[config.mk]
export PLATFORM = sky130hd
export DESIGN_NAME = prog_loader
export DESIGN_NICKNAME = d
export VERILOG_FILES = /design/src/rtl/prog_loader.sv
export SDC_FILE = /design/constraint.sdc
export NUM_CORES = 1
export LEC_CHECK = 0
export ABC_AREA = 0
export BUFFER_PORTS_ARGS = -buffer_cell sky130_fd_sc_hd__buf_2
export CORE_MARGIN = 2
export CORE_UTILIZATION = 36
export DETAILED_ROUTE_END_ITERATION = 10
export GPL_TIMING_DRIVEN = 0
export MAX_ROUTING_LAYER = met4
export PLACE_DENSITY = 0.59
export SYNTH_ARGS = -nofsm -noshare
export SYNTH_HDL_FRONTEND = slang
export SYNTH_SLANG_ARGS = --single-unit
[constraint.sdc]
create_clock -name clk -period 2.5 [get_ports clk]
set_clock_uncertainty 0.2 [all_clocks]
set_input_delay 0.125 -clock clk [delete_from_list [all_inputs] [get_ports clk]]
set_output_delay 0.125 -clock clk [all_outputs]
set_load 0.01 [all_outputs]
[src/rtl/prog_loader.sv]
// prog_loader: UART boot loader for the instruction memory.
//
// Waits for SYNC_BYTE, then assembles the following bytes big-endian into
// 32-bit words and writes them to consecutive instruction-memory addresses.
// An all-zero word ends the image. An image that fills the whole memory
// without a terminator ends the load with an error. The loader then sends
// a one-byte acknowledge (0x55 ok, 0xEE overflow) and releases the core.
//
// Ports:
//   clk, rst      rising-edge clock, asynchronous active-high reset
//   rx_data       received byte, valid while rx_ready=1
//   rx_ready      one-cycle pulse per received byte
//   tx_busy       UART transmitter busy
//   tx_data       acknowledge byte, driven while acknowledging
//   tx_start      one-cycle transmit request
//   imem_we       instruction-memory write strobe
//   imem_addr     word address of the write
//   imem_wdata    word to write
//   cpu_run       core may fetch and execute
//   word_count    words written this session, terminator included
//   load_err      image overflowed instruction memory (sticky)
//   state         current FSM state, for the LEDs
module prog_loader #(
   parameter int         INST_SIZE = 8,
   parameter logic [7:0] SYNC_BYTE = 8'hAA
) (
   input  logic                 clk,
   input  logic                 rst,
   input  logic [7:0]           rx_data,
   input  logic                 rx_ready,
   input  logic                 tx_busy,
   output logic [7:0]           tx_data,
   output logic                 tx_start,
   output logic                 imem_we,
   output logic [INST_SIZE-1:0] imem_addr,
   output logic [31:0]          imem_wdata,
   output logic                 cpu_run,
   output logic [INST_SIZE:0]   word_count,
   output logic                 load_err,
   output logic [1:0]           state
);

   typedef enum logic [1:0] {
      ST_IDLE = 2'd0,
      ST_LOAD = 2'd1,
      ST_ACK  = 2'd2,
      ST_RUN  = 2'd3
   } state_t;

   localparam logic [INST_SIZE-1:0] ADDR_MAX  = '1;
   localparam logic [INST_SIZE:0]   COUNT_MAX = {1'b1, {INST_SIZE{1'b0}}};

   state_t      state_q;
   state_t      state_d;
   logic [1:0]  byte_idx;
   logic [23:0] asm_q;      // first three bytes of the word being assembled

   logic sync_seen;
   logic last_write;
   logic overflow_write;
   logic byte_accept;

   assign sync_seen = rx_ready && (rx_data == SYNC_BYTE);

   // The write cycle of a word decides whether the session ends: a zero
   // word is the terminator, and any word at the top address leaves no
   // room for another one.
   assign last_write     = imem_we && ((imem_wdata == 32'h0) || (imem_addr == ADDR_MAX));
   assign overflow_write = imem_we && (imem_wdata != 32'h0) && (imem_addr == ADDR_MAX);

   // A byte arriving in the final write cycle belongs to no session.
   assign byte_accept = rx_ready && (state_q == ST_LOAD) && !last_write;

   assign state = state_q;

   // NOTE: state and datapath registers use non-blocking assignments so every
   // flop samples the values from before the edge, independent of order.
   always_ff @(posedge clk or posedge rst) begin
      if (rst) begin
         state_q <= ST_IDLE;
      end else begin
         state_q <= state_d;
      end
   end

   // NOTE: every output of this block gets a default first, so no path can
   // leave a value unassigned and infer a latch.
   always_comb begin
      state_d  = state_q;
      tx_start = 1'b0;
      tx_data  = 8'h00;
      cpu_run  = 1'b0;
      case (state_q)
         ST_IDLE: begin
            if (sync_seen) state_d = ST_LOAD;
         end
         ST_LOAD: begin
            if (last_write) state_d = ST_ACK;
         end
         ST_ACK: begin
            tx_data = load_err ? 8'hEE : 8'h55;
            if (!tx_busy) begin
               tx_start = 1'b1;
               state_d  = ST_RUN;
            end
         end
         ST_RUN: begin
            cpu_run = 1'b1;
         end
         default: state_d = ST_IDLE;
      endcase
   end

   always_ff @(posedge clk or posedge rst) begin
      if (rst) begin
         byte_idx   <= 2'd0;
         asm_q      <= 24'h0;
         imem_we    <= 1'b0;
         imem_addr  <= '0;
         imem_wdata <= 32'h0;
         word_count <= '0;
         load_err   <= 1'b0;
      end else begin
         imem_we <= 1'b0;
         case (state_q)
            ST_IDLE: begin
               if (sync_seen) begin
                  byte_idx   <= 2'd0;
                  imem_addr  <= '0;
                  word_count <= '0;
               end
            end
            ST_LOAD: begin
               // Bookkeeping for the word being written this cycle. The
               // address stops at the top so it can never wrap to 0.
               if (imem_we) begin
                  if (imem_addr != ADDR_MAX)   imem_addr  <= imem_addr + 1'b1;
                  if (word_count != COUNT_MAX) word_count <= word_count + 1'b1;
                  if (overflow_write)          load_err   <= 1'b1;
               end
               // byte_idx wraps 3 -> 0, so the byte landing in the write
               // cycle starts the next word.
               if (byte_accept) begin
                  byte_idx <= byte_idx + 2'd1;
                  if (byte_idx == 2'd3) begin
                     imem_we    <= 1'b1;
                     imem_wdata <= {asm_q, rx_data};
                  end else begin
                     asm_q <= {asm_q[15:0], rx_data};
                  end
               end
            end
            default: ;
         endcase
      end
   end

endmodule

After elaboration in Yosys (flattened, before gate mapping)
Index checks and enable logic that the tools add are counted.
Widths: inputs -> output; s select.
{"block": "totals", "register_bits": 79, "word_cells": 70, "inputBits": 12, "out_inout_bits": 63}
{"block": "classes", "eq_ne": 15, "n_reduce_logical": 20, "bitwise": 1, "mux": 23, "add_sub_neg": 3}
{"cell": "$mux 8", "count": 5}
{"cell": "$logic_not 32->1", "count": 1}
{"cell": "$reduce_bool 32->1", "count": 1}
{"cell": "$mux 9", "count": 3}
{"cell": "$pmux 9 s2", "count": 1}
{"cell": "$eq 8x8->1 const B", "count": 2}
{"cell": "$pmux 8 s2", "count": 1}
{"cell": "$reduce_and 3->1", "count": 4}
{"cell": "$reduce_and 4->1", "count": 3}
{"cell": "$mux 2", "count": 5}
{"cell": "$ne 2x2->1 const B", "count": 5}
{"cell": "$add 9x1->9 const B", "count": 1}
{"cell": "$ne 9x9->1 const B", "count": 1}
{"cell": "$add 8x1->8 const B", "count": 1}
{"cell": "$ne 8x8->1 const B", "count": 1}
{"cell": "$eq 2x2->1 const B", "count": 3}
{"cell": "$logic_and 1x1->1", "count": 6}
{"cell": "$mux 1", "count": 6}
{"cell": "$pmux 2 s3", "count": 1}
{"cell": "$ne 2x1->1 const B", "count": 2}
{"cell": "$pmux 2 s2", "count": 1}
{"cell": "$reduce_bool 3->1", "count": 1}
{"cell": "$add 2x1->2 const B", "count": 1}
{"cell": "$eq 2x1->1 const B", "count": 1}
{"cell": "other kinds (5)", "count": 5}

Longest topological paths before layout
Gate-level depths: netlist of run 1.
{"block": "depth", "ltp_word": 7, "ltp_mapped": 9, "mapped_depth_nobuf": 7}

Worst setup path after synthesis of run 1
Ideal clock, no wire load.
{"block": "synth_timing", "path_kind": "reg-to-reg", "from": "reg imem_addr[0]", "to": "reg asm_q[0]", "setup_slack_ps": 245, "required_time_ps": 2175, "synth_period_minus_slack_ps": 2255, "path_stages_with_launch": 8, "arrival_ps": 1930, "setup_time_ps": 125, "n_path_buf": 1, "path_cell_list": "dfrtp_1 -> ha_1 -> nand4_2 -> or3_4 -> o21ai_4 -> a211oi_4 -> buf_6 -> mux2_4"}
{"block": "synth_via", "elab_chain_len": 6}
{"element": "start: declaration", "line": "35", "text": "output logic [INST_SIZE-1:0] imem_addr,"}
{"element": "start signal: assignment", "line": "137", "text": "if (imem_addr != ADDR_MAX) imem_addr <= imem_addr + 1'b1;"}
{"element": "$eq 8x8->1", "line": "68", "text": "assign last_write = imem_we && ((imem_wdata == 32'h0) || (imem_addr == ADDR_MAX));"}
{"element": "$logic_or 1x1->1", "line": "68"}
{"element": "$logic_and 1x1->1", "line": "68"}
{"element": "$logic_not 1->1", "line": "72", "text": "assign byte_accept = rx_ready && (state_q == ST_LOAD) && !last_write;"}
{"element": "$logic_and 1x1->1", "line": "72"}
{"element": "$reduce_and 3->1 (no source line)"}
{"element": "end signal: assignment", "line": "149", "text": "asm_q <= {asm_q[15:0], rx_data};"}
{"element": "end: declaration", "line": "56", "text": "logic [23:0] asm_q;"}
No other way between the ends.
A chain may end at the register's enable or synchronous reset.

Worst setup path after layout of run 1
{"block": "layout_timing", "from": "reg imem_addr[0]", "to": "reg imem_wdata[31]"}
{"block": "layout_via", "elab_chain_len": 6}
{"element": "$eq 8x8->1", "line": "68"}
{"element": "$logic_or 1x1->1", "line": "68"}
{"element": "$logic_and 1x1->1", "line": "68"}
{"element": "$logic_not 1->1", "line": "72"}
{"element": "$logic_and 1x1->1", "line": "72"}
{"element": "$reduce_and 3->1 (no source line)"}
{"element": "end signal: assignment", "line": "147", "text": "imem_wdata <= {asm_q, rx_data};"}
{"element": "end: declaration", "line": "36", "text": "output logic [31:0] imem_wdata,"}
No other way between the ends.

==> flow_summary.toml, run 1 <==
[status]
outcome = "completed"

[place]
place_inst = 505
routabilityCongestion = 0.7988
hpwl_mm = 5.986
dpl_cell_area_um2 = 4425
post-place-ws_ns = -0.07774
io_buffer_count = 74

[yosys]
async_flop_share_pct = 100.0
syn_avg_cell_area_um2 = 13.11
synth.cell_area_um2 = 3855
synth_nets = 316
synth_most_common_cell = "dfrtp_1"
synth_top_area_share_pct = 51.28
synth_seq_cells = 79
ys_top_cells_by_count = "dfrtp_1 (79), mux2_4 (49), nand2_1 (21)"
synth-seq-area-share_pct = 51.28
synth_edf_count = 0
synth.area.top_cells = "dfrtp_1 (51%), mux2_4 (19%), ha_1 (3.2%)"
synthCells = 294
synthFlopType = "dfrtp_1"
synth_cell_types = 46
yosysTopAreaCell = "dfrtp_1"
yosys_warnings = 0

[timing]
timing_hold_violations_final = 0
drv_slew = 0
tightest_slew_ns = 0.7756
max_freq_ghz = 0.4178
grt_setup_unrepaired = "true"
min_period_ns = 2.394
finalCritPeriodShare_pct = 95.75
relSlewSlack_pct = 47.89
worst_slack_ns = 0.1064
setup_viol = 0

[finish]
antennaDiodeCount = 0
nNetsFinal = 414
design_area_um2 = 4783
fillCellCount = 948
layout-drive-gt1-share_pct = 45.34
instances_no_fill = 533
area_delta_synth_final_pct = 24.08

[floorplan]
die_area_um2 = 11550
fp.dieH_um = 107.5
core_area_um2 = 10370
start_util_pct = 37.17
die_w_um = 107.5
io_pins = 75
row_count = 37

[grt]
grt_pass1_vias = 2659
grt_max_degree = 48
antenna_found_initial = 0
grtUsageTotal_pct = 16.17
overflow = 0
grt_pass1_wl_mm = 13.99

[clock_tree]
clkTransAtPathRegs_ns = 0.09
cts_sinks = 79
clk_latency_ns = 0.35
cts_buffers = 9
cts_tree = "yes"
ctsRootBufferMaster = "clkbuf_8"
cts_buffer_depth = 2
h-tree-depth = 3

[routing]
drc = 0
initialDrtViolationCount = 118
wire_per_inst_um = 15.76
drt_wl_total_mm = 8.399
detailedRoute.firstPassIterationCount = 4
vias = 2679
viasPerCell = 5.026
ant_nets = 0

[worst_setup_path]
worstPathMaxFanout = 10
worstSetupPathType = "flop to flop"
worstSetupEndpointType = "flop"
critPathArrivalTime_ns = 2.43
cp-start-kind = "flop"
crit_required_ns = 2.53

[flow_run]
maxCapViolCount = 0

[power]
vdd_ir_drop_max_mv = 0.5579
p_per_area_nw_per_um2 = 1139
leakagePower_nw = 2.308

[worst_hold_path]
min_path_type = "primary input to flop"
[routing by layer]
metal / GRT usage, % / wire length [um]
met5: - / 0
met4: 4.670 / 107
met3: 3.935 / 293
met2: 23.94 / 4000
met1: 22.19 / 3998
[critical path, cell delays in order (launching register included)]
cell     delay [ns]
dfrtp_1        0.45
ha_1           0.26
nand4_2        0.18
or3_4          0.44
o21ai_4        0.13
a21oi_4        0.14
buf_6          0.19
mux2_4         0.30
[state kept, by name (all words and copies together) (netlist names)]
name        count
imem_wdata     32
asm_q          24
word_count      9
imem_addr       8
byte_idx        2
state           2
imem_we         1
load_err        1
[through the flow]
stage | util (%) | TNS (ns) | hold WS [ns] | total power, mW
4_1_cts | 45.60 | 0 | 0.01868 | 5.454
6_report | 46.13 | 0 | 0.03520 | 5.447
5_1_grt | 46.13 | -0.03675 | 0.01828 | 5.861
2_1_floorplan | - | 0 | 0.07304 | 3.749
3_5_place_dp | 42.68 | -0.6130 | -0.01256 | 4.491
3_3_place_gp | 42.39 | -69.51 | 0.1911 | 4.426
[path summary, 6_finish.rpt]
check	cells after the start	to	startpoint	slack, ns
setup / recovery	7	imem_wdata[31]	imem_addr[0]	0.11
hold / removal	3	byte_idx[0]	rx_ready	0.04
setup reg to reg	7	imem_wdata[31]	imem_addr[0]	0.11
hold reg to reg	1	asm_q[21]	asm_q[21]	0.31
max in group asynchronous	4	asm_q[12]	rst	1.39
min in group asynchronous	3	word_count[2]	rst	0.13
[layout make-up]
class                           instances  area, um^2  share of cell area, %
Clock inverter                          6       50.05                  1.046
Timing Repair Buffer                   87       510.5                  10.67
Sequential cell                        79        1977                  41.33
Tap cell                              136       170.2                  3.557
Buffer                                 17       125.1                  2.616
Clock buffer                           10       137.6                  2.877
Inverter                                9       36.28                 0.7586
Multi-Input combinational cell        189        1777                  37.14
[what timing repair did]
action                                  4_1_cts  5_1_grt
resized for setup                             4        7
endpoints found under the setup margin       56       59
hold buffers                                  9        0
pin swaps                                     0        3
setup buffers                                 0        3
endpoints found under the hold margin        89        0
[kinds of logic (layout without fill, tap and decap cells)]
| logic type | after synthesis | count (layout) | share of synthesized area [%] |
|---|---|---|---|
| fa+ha+maj | 10 | 10 | 3.246 |
| buf+inv | 26 | 129 | 4.089 |
| compound gates | 53 | 53 | 9.835 |
| flops | 79 | 79 | 51.28 |
| mux | 60 | 60 | 22.20 |
| simple gates | 66 | 66 | 9.347 |
[placed cells by master (no fill, tap or decap), drive strengths merged, types with 5 or more instances in the layout]
cell type and count:
inv 12, dfrtp 79, a21oi 14, dlygate4sd3 9, nand4 6, buf 90
clkbuf 15, nor2 7, ha 10, nor4 9, o21ai 15, nand2 21
and2 5, mux2 57
[report_power, final]
part | total [mW] | internal [mW] | switching (mW)
clock | 0.909 | 0.400 | 0.509
combinational | 2.26 | 1.26 | 1.00
sequential | 2.28 | 1.79 | 0.486
(Power assumes the default switching activity.)
==> run 2, diff against run 1 <==
RECOVER_POWER = 25   (was not set)
==> run 2 against run 1 <==
Cell count did not move. Setup slack did not move. Largest power group unchanged. Sequential share of layout area barely moved. Critical path depth did not move. Via count did not move. Sequential power barely moved. Largest cell class unchanged.
==> flow_summary.toml, run 2 (synthesis gave the netlist of run 1 again) <==
[finish]
final_common_cell = "dfrtp_1"
fin_util_pct = 46.10
layout_common_cells = "dfrtp_1 (79), buf_2 (76), mux2_4 (49)"
design_area_um2 = 4781
largest_register = "imem_wdata"
nNetsFinal = 414
antennaDiodeCount = 0
area_delta_synth_final_pct = 24.02
top_regs = "imem_wdata x32, asm_q x24, word_count x9"
fillCellCount = 948
largest_reg_flops = 32
instances_no_fill = 533
layout-drive-gt1-share_pct = 45.09

[power]
leakagePower_nw = 2.309
vdd_ir_drop_max_mv = 0.5579
p_per_area_nw_per_um2 = 1139
finalPower_mw = 5.447

[timing]
tns_ns = 0
timing_hold_violations_final = 0
relSlewSlack_pct = 6.985
fin_hold_ws_ns = 0.03520
tightest_slew_ns = 1.394
max_freq_ghz = 0.4178
grt_setup_unrepaired = "true"
worst_slack_ns = 0.1064
drv_slew = 0
min_period_ns = 2.394
finalCritPeriodShare_pct = 95.75
setup_viol = 0

[worst_setup_path]
crit_required_ns = 2.53
critPathArrivalTime_ns = 2.43
worstPathMaxFanout = 10
worstSetupEndpointType = "flop"
path_cells = "ha_1 -> nand4_2 -> or3_4 -> o21ai_4 -> a21oi_4 -> buf_6 -> mux2_4"
slowest_stage = "dfrtp_1"
critPathMaxStageDelay_ns = 0.45
cp-start-kind = "flop"
worstSetupPathType = "flop to flop"
reg2regPathDepth = 7

[clock_tree]
cts_buffer_depth = 2
ctsRootBufferMaster = "clkbuf_8"
cts_buffers = 9
h-tree-depth = 3
cts_sinks = 79
clkTransAtPathRegs_ns = 0.09
cts_tree = "yes"
clk_latency_ns = 0.35

[grt]
grtUsageTotal_pct = 16.17
grt_pass1_wl_mm = 13.99
grt_pass1_vias = 2659
antenna_found_initial = 0
overflow = 0
grt_max_degree = 48

[routing]
ant_nets = 0
initialDrtViolationCount = 118
drt_wl_total_mm = 8.400
vias = 2679
wire_per_inst_um = 15.76
detailedRoute.firstPassIterationCount = 4
viasPerCell = 5.026
drc = 0

[status]
outcome = "completed"

[place]
place_inst = 505
routabilityCongestion = 0.7988
dpl_cell_area_um2 = 4425
io_buffer_count = 74
post-place-ws_ns = -0.07774
hpwl_mm = 5.986

[floorplan]
fp.dieH_um = 107.5
core_area_um2 = 10370
start_util_pct = 37.17
row_count = 37
io_pins = 75
die_area_um2 = 11550
die_w_um = 107.5

[worst_hold_path]
min_delay_path_depth = 3
min_path_type = "primary input to flop"

[flow_run]
maxCapViolCount = 0
## run 2: cell counts in the layout (fill, tap and decap cells not counted)
No cell type changed its count.
## run 2: critical path: cells and delay by family, from the launching register on
family	cells	cell delay, ns
and+or+nand+nor	2	0.62
DFF	1	0.45
muxes	1	0.30
AOI/OAI and AO/OA	2	0.27
adders and majority gates	1	0.26
buffers and inverters	1	0.19
## run 2: where the power goes
group	internal (mW)	total, mW	leakage, nW	switching [mW]
sequential	1.79	2.28	1.00	0.486
combinational	1.26	2.26	1.22	0.999
clock	0.400	0.909	0.0899	0.509
total	3.45	5.45	2.31	1.99
## run 2: cell type report
cell class / instances / area (um^2) / share of cell area [%]
clock buffer: 10 / 137.6 / 2.879
inverter: 9 / 33.78 / 0.7066
clock inverter: 6 / 50.05 / 1.047
sequential: 79 / 1977 / 41.35
timing repair buffer: 87 / 510.5 / 10.68
buffer: 17 / 125.1 / 2.617
multi-input combinational: 189 / 1777 / 37.16
tap: 136 / 170.2 / 3.559
## run 2: path summary, 6_finish.rpt
| check | start | end | slack (ns) |
|---|---|---|---|
| worst max-delay path | imem_addr[0] | imem_wdata[31] | 0.11 |
| worst min-delay path | rx_ready | byte_idx[0] | 0.04 |
| worst max register to register | imem_addr[0] | imem_wdata[31] | 0.11 |
| worst min register to register | asm_q[21] | asm_q[21] | 0.31 |
| max in group asynchronous | rst | asm_q[12] | 0.74 |
| min in group asynchronous | rst | word_count[2] | 0.51 |
## run 2: routing by layer
layer / GRT usage (%) / part of all wire (%)
met3: 3.935 / 3.5
met2: 23.94 / 48
met4: 4.670 / 1.3
met5: - / 0
met1: 22.19 / 48
## run 2: repair_timing
action                                  in CTS  in global routing
setup buffers                                0                  3
endpoints found under the setup margin      56                 59
gates cloned                                 0                  0
hold buffers                                 9                  0
endpoints found under the hold margin       89                  0
gates resized for setup                      4                  7
pin swaps                                    0                  3
